===== config.mk =====
export PLATFORM = sky130hd
export DESIGN_NAME = host_uart_rx_fifo_flat
export DESIGN_NICKNAME = d
export VERILOG_FILES = /design/src/rtl/host_uart_rx_fifo_if.sv /design/src/rtl/host_uart_rx_fifo.sv /design/src/flat_wrapper.sv
export SDC_FILE = /design/constraint.sdc
export NUM_CORES = 1
export LEC_CHECK = 0
export ABC_CLOCK_PERIOD_IN_PS = 3100
export CORE_ASPECT_RATIO = 0.9
export CORE_MARGIN = 8
export CORE_UTILIZATION = 35
export DETAILED_ROUTE_END_ITERATION = 6
export SYNTH_ARGS = -nofsm -noshare
export SYNTH_HDL_FRONTEND = slang
export SYNTH_SLANG_ARGS = --single-unit

===== constraint.sdc =====
create_clock -name clk -period 3.1 [get_ports clk]
set_input_delay 0.93 -clock clk [delete_from_list [all_inputs] [get_ports clk]]
set_output_delay 0.93 -clock clk [all_outputs]
set_load 0.02 [all_outputs]

===== src/rtl/host_uart_rx_fifo_if.sv =====
// Receive-side bus of the host UART: FIFO head word, error flags, handshake and status.
// The receiver drives the master modport; the consumer uses the slave modport.
interface host_uart_rx_fifo_if #(
  parameter int DATA_BITS = 8,
  parameter int FIFO_AW   = 3
);
  logic [DATA_BITS-1:0] rx_data;
  logic                 rx_frame_err;
  logic                 rx_parity_err;
  logic                 rx_valid;
  logic                 rx_ready;
  logic                 overrun;
  logic                 clear_overrun;
  logic [FIFO_AW:0]     fifo_level;

  modport master (
    output rx_data, rx_frame_err, rx_parity_err, rx_valid, overrun, fifo_level,
    input  rx_ready, clear_overrun
  );

  modport slave (
    input  rx_data, rx_frame_err, rx_parity_err, rx_valid, overrun, fifo_level,
    output rx_ready, clear_overrun
  );
endinterface


===== src/rtl/host_uart_rx_fifo.sv =====
// Parametrised async serial receiver with synchronised, edge-qualified input and a
// first-word-fall-through FIFO holding {parity_err, frame_err, data} per received word.
module host_uart_rx_fifo #(
  parameter int CLKFREQ   = 100,
  parameter int BAUD      = 115200,
  parameter int DATA_BITS = 8,
  parameter int PARITY    = 0,
  parameter int STOP_BITS = 1,
  parameter int FIFO_AW   = 3
) (
  input  logic                 clk,
  input  logic                 n_reset,
  input  logic                 ser_in_i,
  host_uart_rx_fifo_if.master  rx_if
);

  localparam int TPB   = (CLKFREQ * 1000000) / BAUD;
  localparam int CW    = $clog2(TPB + 1);
  localparam int DEPTH = 1 << FIFO_AW;
  localparam int WW    = DATA_BITS + 2;

  localparam logic [CW-1:0]      HALF_LD   = CW'(TPB / 2 - 1);
  localparam logic [CW-1:0]      FULL_LD   = CW'(TPB - 1);
  localparam logic [CW-1:0]      CNT_ONE   = CW'(1);
  localparam logic [2:0]         DATA_LAST = 3'(DATA_BITS - 1);
  localparam logic [2:0]         STOP_LAST = 3'(STOP_BITS - 1);
  localparam logic [FIFO_AW-1:0] PTR_ONE   = FIFO_AW'(1);
  localparam logic [FIFO_AW:0]   LVL_ONE   = (FIFO_AW + 1)'(1);
  localparam logic [FIFO_AW:0]   FULL_LVL  = (FIFO_AW + 1)'(DEPTH);

  typedef enum logic [2:0] {S_IDLE, S_START, S_DATA, S_PAR, S_STOP} state_t;

  state_t                 state_q, state_d;
  logic                   sync1_q, line_q, line_dly_q;
  logic [CW-1:0]          cnt_q, cnt_d;
  logic [2:0]             bit_q, bit_d;
  logic [DATA_BITS-1:0]   shift_q, shift_d;
  logic                   ferr_q, ferr_d;
  logic                   perr_q, perr_d;
  logic                   push_q, push_d;
  logic                   tick;

  logic [WW-1:0]          mem [DEPTH];
  logic [FIFO_AW-1:0]     wr_q, wr_d, rd_q, rd_d;
  logic [FIFO_AW:0]       level_q, level_d;
  logic                   overrun_q, overrun_d;
  logic                   empty, full, pop, wr_en, drop;
  logic [WW-1:0]          head;

  always_ff @(posedge clk) begin
    if (!n_reset) begin
      sync1_q    <= 1'b1;
      line_q     <= 1'b1;
      line_dly_q <= 1'b1;
      state_q    <= S_IDLE;
      cnt_q      <= '0;
      bit_q      <= '0;
      ferr_q     <= 1'b0;
      perr_q     <= 1'b0;
      push_q     <= 1'b0;
      wr_q       <= '0;
      rd_q       <= '0;
      level_q    <= '0;
      overrun_q  <= 1'b0;
    end else begin
      sync1_q    <= ser_in_i;
      line_q     <= sync1_q;
      line_dly_q <= line_q;
      state_q    <= state_d;
      cnt_q      <= cnt_d;
      bit_q      <= bit_d;
      ferr_q     <= ferr_d;
      perr_q     <= perr_d;
      push_q     <= push_d;
      wr_q       <= wr_d;
      rd_q       <= rd_d;
      level_q    <= level_d;
      overrun_q  <= overrun_d;
    end
  end

  // Datapath storage carries no reset; outputs are masked while the FIFO is empty.
  always_ff @(posedge clk) begin
    shift_q <= shift_d;
    if (wr_en) mem[wr_q] <= {perr_q, ferr_q, shift_q};
  end

  always_comb begin
    state_d = state_q;
    cnt_d   = cnt_q;
    bit_d   = bit_q;
    shift_d = shift_q;
    ferr_d  = ferr_q;
    perr_d  = perr_q;
    push_d  = 1'b0;
    tick    = (cnt_q == '0);
    if (state_q != S_IDLE) cnt_d = tick ? FULL_LD : cnt_q - CNT_ONE;
    unique case (state_q)
      S_IDLE: begin
        // Only a real high-to-low transition arms the receiver, never a held-low line.
        if (line_dly_q && !line_q) begin
          state_d = S_START;
          cnt_d   = HALF_LD;
          ferr_d  = 1'b0;
          perr_d  = 1'b0;
        end
      end
      S_START: begin
        if (tick) begin
          if (line_q) begin
            state_d = S_IDLE;
          end else begin
            state_d = S_DATA;
            bit_d   = '0;
          end
        end
      end
      S_DATA: begin
        if (tick) begin
          shift_d = {line_q, shift_q[DATA_BITS-1:1]};
          if (bit_q == DATA_LAST) begin
            bit_d   = '0;
            state_d = (PARITY != 0) ? S_PAR : S_STOP;
          end else begin
            bit_d = bit_q + 3'd1;
          end
        end
      end
      S_PAR: begin
        if (tick) begin
          perr_d  = (PARITY == 2) ? (^shift_q ^ line_q) : ~(^shift_q ^ line_q);
          state_d = S_STOP;
        end
      end
      S_STOP: begin
        if (tick) begin
          if (!line_q) ferr_d = 1'b1;
          if (bit_q == STOP_LAST) begin
            state_d = S_IDLE;
            push_d  = 1'b1;
          end else begin
            bit_d = bit_q + 3'd1;
          end
        end
      end
      default: state_d = S_IDLE;
    endcase
  end

  always_comb begin
    empty   = (level_q == '0);
    full    = (level_q == FULL_LVL);
    pop     = !empty && rx_if.rx_ready;
    wr_en   = push_q && (!full || pop);
    drop    = push_q && full && !pop;
    wr_d    = wr_en ? wr_q + PTR_ONE : wr_q;
    rd_d    = pop ? rd_q + PTR_ONE : rd_q;
    level_d = level_q;
    if (wr_en && !pop)      level_d = level_q + LVL_ONE;
    else if (pop && !wr_en) level_d = level_q - LVL_ONE;
    // A fresh drop outranks a same-cycle clear so no loss goes unreported.
    overrun_d = drop ? 1'b1 : (rx_if.clear_overrun ? 1'b0 : overrun_q);
    head      = empty ? '0 : mem[rd_q];
  end

  assign rx_if.rx_data       = head[DATA_BITS-1:0];
  assign rx_if.rx_frame_err  = head[DATA_BITS];
  assign rx_if.rx_parity_err = head[DATA_BITS+1];
  assign rx_if.rx_valid      = !empty;
  assign rx_if.overrun       = overrun_q;
  assign rx_if.fifo_level    = level_q;

endmodule


===== src/flat_wrapper.sv =====
// flat-port wrapper written by rule: the top's interface ports become plain ports
module host_uart_rx_fifo_flat 
#(
  parameter int CLKFREQ   = 100,
  parameter int BAUD      = 115200,
  parameter int DATA_BITS = 8,
  parameter int PARITY    = 0,
  parameter int STOP_BITS = 1,
  parameter int FIFO_AW   = 3
)
  (clk, n_reset, ser_in_i, rx_if_rx_data, rx_if_rx_frame_err, rx_if_rx_parity_err, rx_if_rx_valid, rx_if_overrun, rx_if_fifo_level, rx_if_rx_ready, rx_if_clear_overrun);
  host_uart_rx_fifo_if #(.DATA_BITS(DATA_BITS), .FIFO_AW(FIFO_AW)) rx_if_i ();
  input  logic clk;
  input  logic n_reset;
  input  logic ser_in_i;
  output wire logic [$bits(rx_if_i.rx_data)-1:0] rx_if_rx_data;
  output wire logic [$bits(rx_if_i.rx_frame_err)-1:0] rx_if_rx_frame_err;
  output wire logic [$bits(rx_if_i.rx_parity_err)-1:0] rx_if_rx_parity_err;
  output wire logic [$bits(rx_if_i.rx_valid)-1:0] rx_if_rx_valid;
  output wire logic [$bits(rx_if_i.overrun)-1:0] rx_if_overrun;
  output wire logic [$bits(rx_if_i.fifo_level)-1:0] rx_if_fifo_level;
  input wire logic [$bits(rx_if_i.rx_ready)-1:0] rx_if_rx_ready;
  input wire logic [$bits(rx_if_i.clear_overrun)-1:0] rx_if_clear_overrun;
  assign rx_if_rx_data = rx_if_i.rx_data;
  assign rx_if_rx_frame_err = rx_if_i.rx_frame_err;
  assign rx_if_rx_parity_err = rx_if_i.rx_parity_err;
  assign rx_if_rx_valid = rx_if_i.rx_valid;
  assign rx_if_overrun = rx_if_i.overrun;
  assign rx_if_fifo_level = rx_if_i.fifo_level;
  assign rx_if_i.rx_ready = rx_if_rx_ready;
  assign rx_if_i.clear_overrun = rx_if_clear_overrun;
  host_uart_rx_fifo #(.CLKFREQ(CLKFREQ), .BAUD(BAUD), .DATA_BITS(DATA_BITS), .PARITY(PARITY), .STOP_BITS(STOP_BITS), .FIFO_AW(FIFO_AW)) u_core (.clk(clk), .n_reset(n_reset), .ser_in_i(ser_in_i), .rx_if(rx_if_i));
endmodule

==> impl_metrics.yaml <==
power:
  sw_frac_of_total: 0.285
  p_int_uw: 3790
  design_power_total_uw: 5300
  power.density_nw_per_um2: 834
  power_leakage_uw: 0.00223
  power.share.sequential: 0.375
  power.combinational.fraction: 0.246
  p_sw_uw: 1510
  power_frac_clock: 0.380
  maximum_resistive_drop_on_vdd_v: 0.000401
setup_path:
  timing.critical_path.cells: "buf_12 > mux4_2 > mux2i_2 > nor2_1 > dlygate4sd2_1"
  kind_of_critical_path: "reg2out"
  slowest_delay_ns: 0.52
  worst_ep_arrival_time_ns: 2.08
  critPathRequiredTime_ns: 2.17
  cp.buffers_inverters: 2
  standard_cell_with_the_maximum_stage_delay_on_the_critical_path: "mux4_2"
  worst_path_dominant_cell_family: "multiplexers"
  worstPathMaxFanout: 10
  timing.critical_path.to_type: "primary output"
  worst_setup_path_start_kind: "register"
logic_synthesis:
  muxShareOfSynthArea: 0.117
  synth-simple-area-share: 0.104
  synthesis.instances: 355
  number_of_flops_mapped_to_enable_cells_by_yosys: 88
  synthDistinctLibCells: 47
  postSynthAreaPerCell_um2: 14.5
  post_synth_xor_area_fraction: 0.0351
  postSynth.asyncResetShare: 0
  largest_family_of_logic_cells_by_synthesized_area: "multiplexers"
  ys.warnings.count: 0
  synth_seq_cells: 124
  complex_gate_fraction_of_the_synthesized_area: 0.0407
  mappedNetlistArea_um2: 5130
  synth_fa_ha_area_frac: 0.0258
  synth.net_count: 370
  synth-main-ff-cell: "edfxtp_1"
  ys_seq_area_frac: 0.655
sta:
  max_freq_ghz: 0.332
  totalNegativeSetupSlack_ns: 0
  max_slew_vio_count: 0
  period_needed_ns: 3.01
  final.setup.worst_slack_ns: 0.0884
  fin_crit_sh: 0.971
  max_slew_margin: 0.614
  clock_skew_ns: 0.0102
  timing_worst_slew_pin_value_ns: 0.578
  final-setup-viol-count: 0
  timing.final.hold_violations: 0
cts:
  clk_root_buffer_cell: "clkbuf_16"
  tritoncts: "done"
  cts_made_buffers: 17
  worst_skew_pair.late_latency_ns: 0.41
  clk_transition_reported_paths_ns: 0.05
  cts_max_level: 4
  cts-root-to-sink-buffers: 2
  numClockSinks: 124
  post-cts-setup-buffers: 0
global_routing:
  grt_start_max_net_pins: 21
  track_usage: 0.115
  grt_antenna_before_repair: 0
  globalRoute.totalOverflow: 0
  grt_pass1_vias: 3012
  first_pass_grt_wire_length_um: 16100
cells_and_area:
  core_util_final: 0.438
  antenna_cells_inserted: 0
  fill_cells: 1333
  drive_gt1_frac: 0.194
  final_area_um2: 6350
  num-nets-final: 420
  area_growth_syn_to_layout_pct: 23.6
flow_run:
  timing.max_cap.violations: 0
detailed_routing:
  drt.antenna.violating_nets: 0
  num_vias: 2914
  dr.pass1.iters: 4
  drt_iter0_markers: 146
  detail_route.wirelength_um: 9710
  detail_route.wl_per_cell_um: 15.8
  route.detailed.drc: 0
  vias_per_cell: 4.73
floorplanning:
  initial_utilization: 0.354
  fp.coreArea_um2: 14500
  dieHeight_um: 131
  die_width_um: 144
  floorplan.io_pins: 21
  row_count: 42
  die_area_um2: 18800
placed_design:
  dp_worst_slack_ns: -0.116
  place.port_buffers: 20
  post_dp_cell_area_um2: 5720
  globalplace.congestion: 0.787
  detailed_place_hpwl_um: 6140
hold_path:
  min_path_type: "reg2reg"
status:
  run_status: "complete, no violations"
## placed cells by master (no fill, tap or decap), drive strengths merged, types with 3 or more instances in the layout
master         instances
nand3                  8
dlygate4sd2           10
nand2b                 9
edfxtp                88
or3                    3
bufinv                 4
clkdlybuf4s50         10
nand2                 15
mux2i                 14
inv                   12
dfxtp                 36
nor2                  40
nor3                  11
clkinv                 7
clkbuf                19
mux4                  20
nor4                   4
xnor2                 11
o21ai                  7
a21oi                 18
xor2                   7
ha                     9
buf                   24
## power by group through the flow
| stage | Combinational (uW) | Clock [uW] | Sequential, uW |
|---|---|---|---|
| CTS | 1340 | 2050 | 1980 |
| detailed placement | 1360 | 0 | 2010 |
| finish | 1300 | 2010 | 1980 |
| global route | 1450 | 2130 | 2000 |
| global placement | 1340 | 0 | 2010 |
| floorplan | 921 | 0 | 1990 |
## final cells by class
cell class	instances	area (um^2)	area share
repair buffers	44	413	0.0650
multi-input cells	206	1670	0.263
well taps	198	248	0.0390
clock buffers	19	433	0.0682
inverters	12	45.0	0.00709
clock inverters	13	174	0.0274
flip-flops and latches	124	3370	0.530
## metal layers
metal,track usage,wire length [um],up-vias
met1,0.144,4610,1429
met5,0,0,-
met2,0.183,4640,41
met3,0.0338,325,15
met4,0.0488,136,0
li1,-,-,1429
## repair_timing
item	4_1_cts	5_1_grt
resized for setup	12	2
setup endpoints to repair	10	6
gates cloned	1	0
hold buffers	0	0
## logic make-up after synthesis
logic type                 Yosys count
muxes                               35
adders and majority gates           10
xor gates and xnor gates            19
and+or+nand+nor                    107
DFF                                124
AOI/OAI and AO/OA                   35
buffers and inverters               25
## flip-flops by register name (all words and copies together) (netlist names), 3 cells and up, named ones only
signal and cells:
u_core.bit_q 3, u_core.cnt_q 10, u_core.mem 80, u_core.rd_q 3, u_core.rx_if.fifo_level 4, u_core.shift_q 8, u_core.state_q 3, u_core.wr_q 3
## final timing paths
path / startpoint / endpoint / slack, ns / cells past startpoint
max: register / rx_if_rx_data[7] / 0.09 / 5
min: u_core.sync1_q / u_core.line_q / 0.41 / 1
max reg2reg: u_core.rx_if.fifo_level[0] / u_core.rx_if.fifo_level[3] / 0.53 / 11
min reg2reg: u_core.sync1_q / u_core.line_q / 0.41 / 1
## worst reg2reg max path: cells and delay by family (launching register included)
family / cells / cell delay [ns]
AO/OA/AOI/OAI: 3 / 0.50
XOR/XNOR: 1 / 0.09
AND/OR/NAND/NOR: 3 / 0.87
buffers and inverters: 2 / 0.21
adder cells (fa/ha/maj): 2 / 0.45
flip-flops: 1 / 0.38
## cell usage after synthesis (2+ instances only)
library cell | instances | area (um^2)
ha_1 | 9 | 113
and3b_1 | 2 | 17.5
a31oi_1 | 2 | 12.5
nor2_1 | 40 | 150
nor3_1 | 11 | 55.1
nor2b_1 | 2 | 12.5
nand2b_1 | 9 | 56.3
nand2_1 | 15 | 56.3
a21oi_1 | 17 | 85.1
clkbuf_1 | 7 | 26.3
dfxtp_1 | 36 | 721
o21ai_0 | 6 | 30.0
xor2_1 | 7 | 61.3
mux4_2 | 20 | 450
or2b_1 | 2 | 15.0
nand4_1 | 2 | 12.5
and3_1 | 2 | 12.5
or3_1 | 3 | 18.8
mux2i_1 | 14 | 140
buf_6 | 2 | 22.5
edfxtp_1 | 88 | 2640
nor4_1 | 3 | 18.8
inv_1 | 12 | 45.0
xnor2_1 | 11 | 96.3
buf_2 | 3 | 15.0
nand3_1 | 8 | 40.0
and2_1 | 2 | 12.5
## per-stage QoR
step                std cells  hold WS (ns)
detailed placement        583         0.394
floorplan                 355         0.386
global route              616         0.450
finish                    616         0.405
global placement          583         0.396
CTS                       616         0.407
No activity file was read; power rests on OpenSTA's default activity.
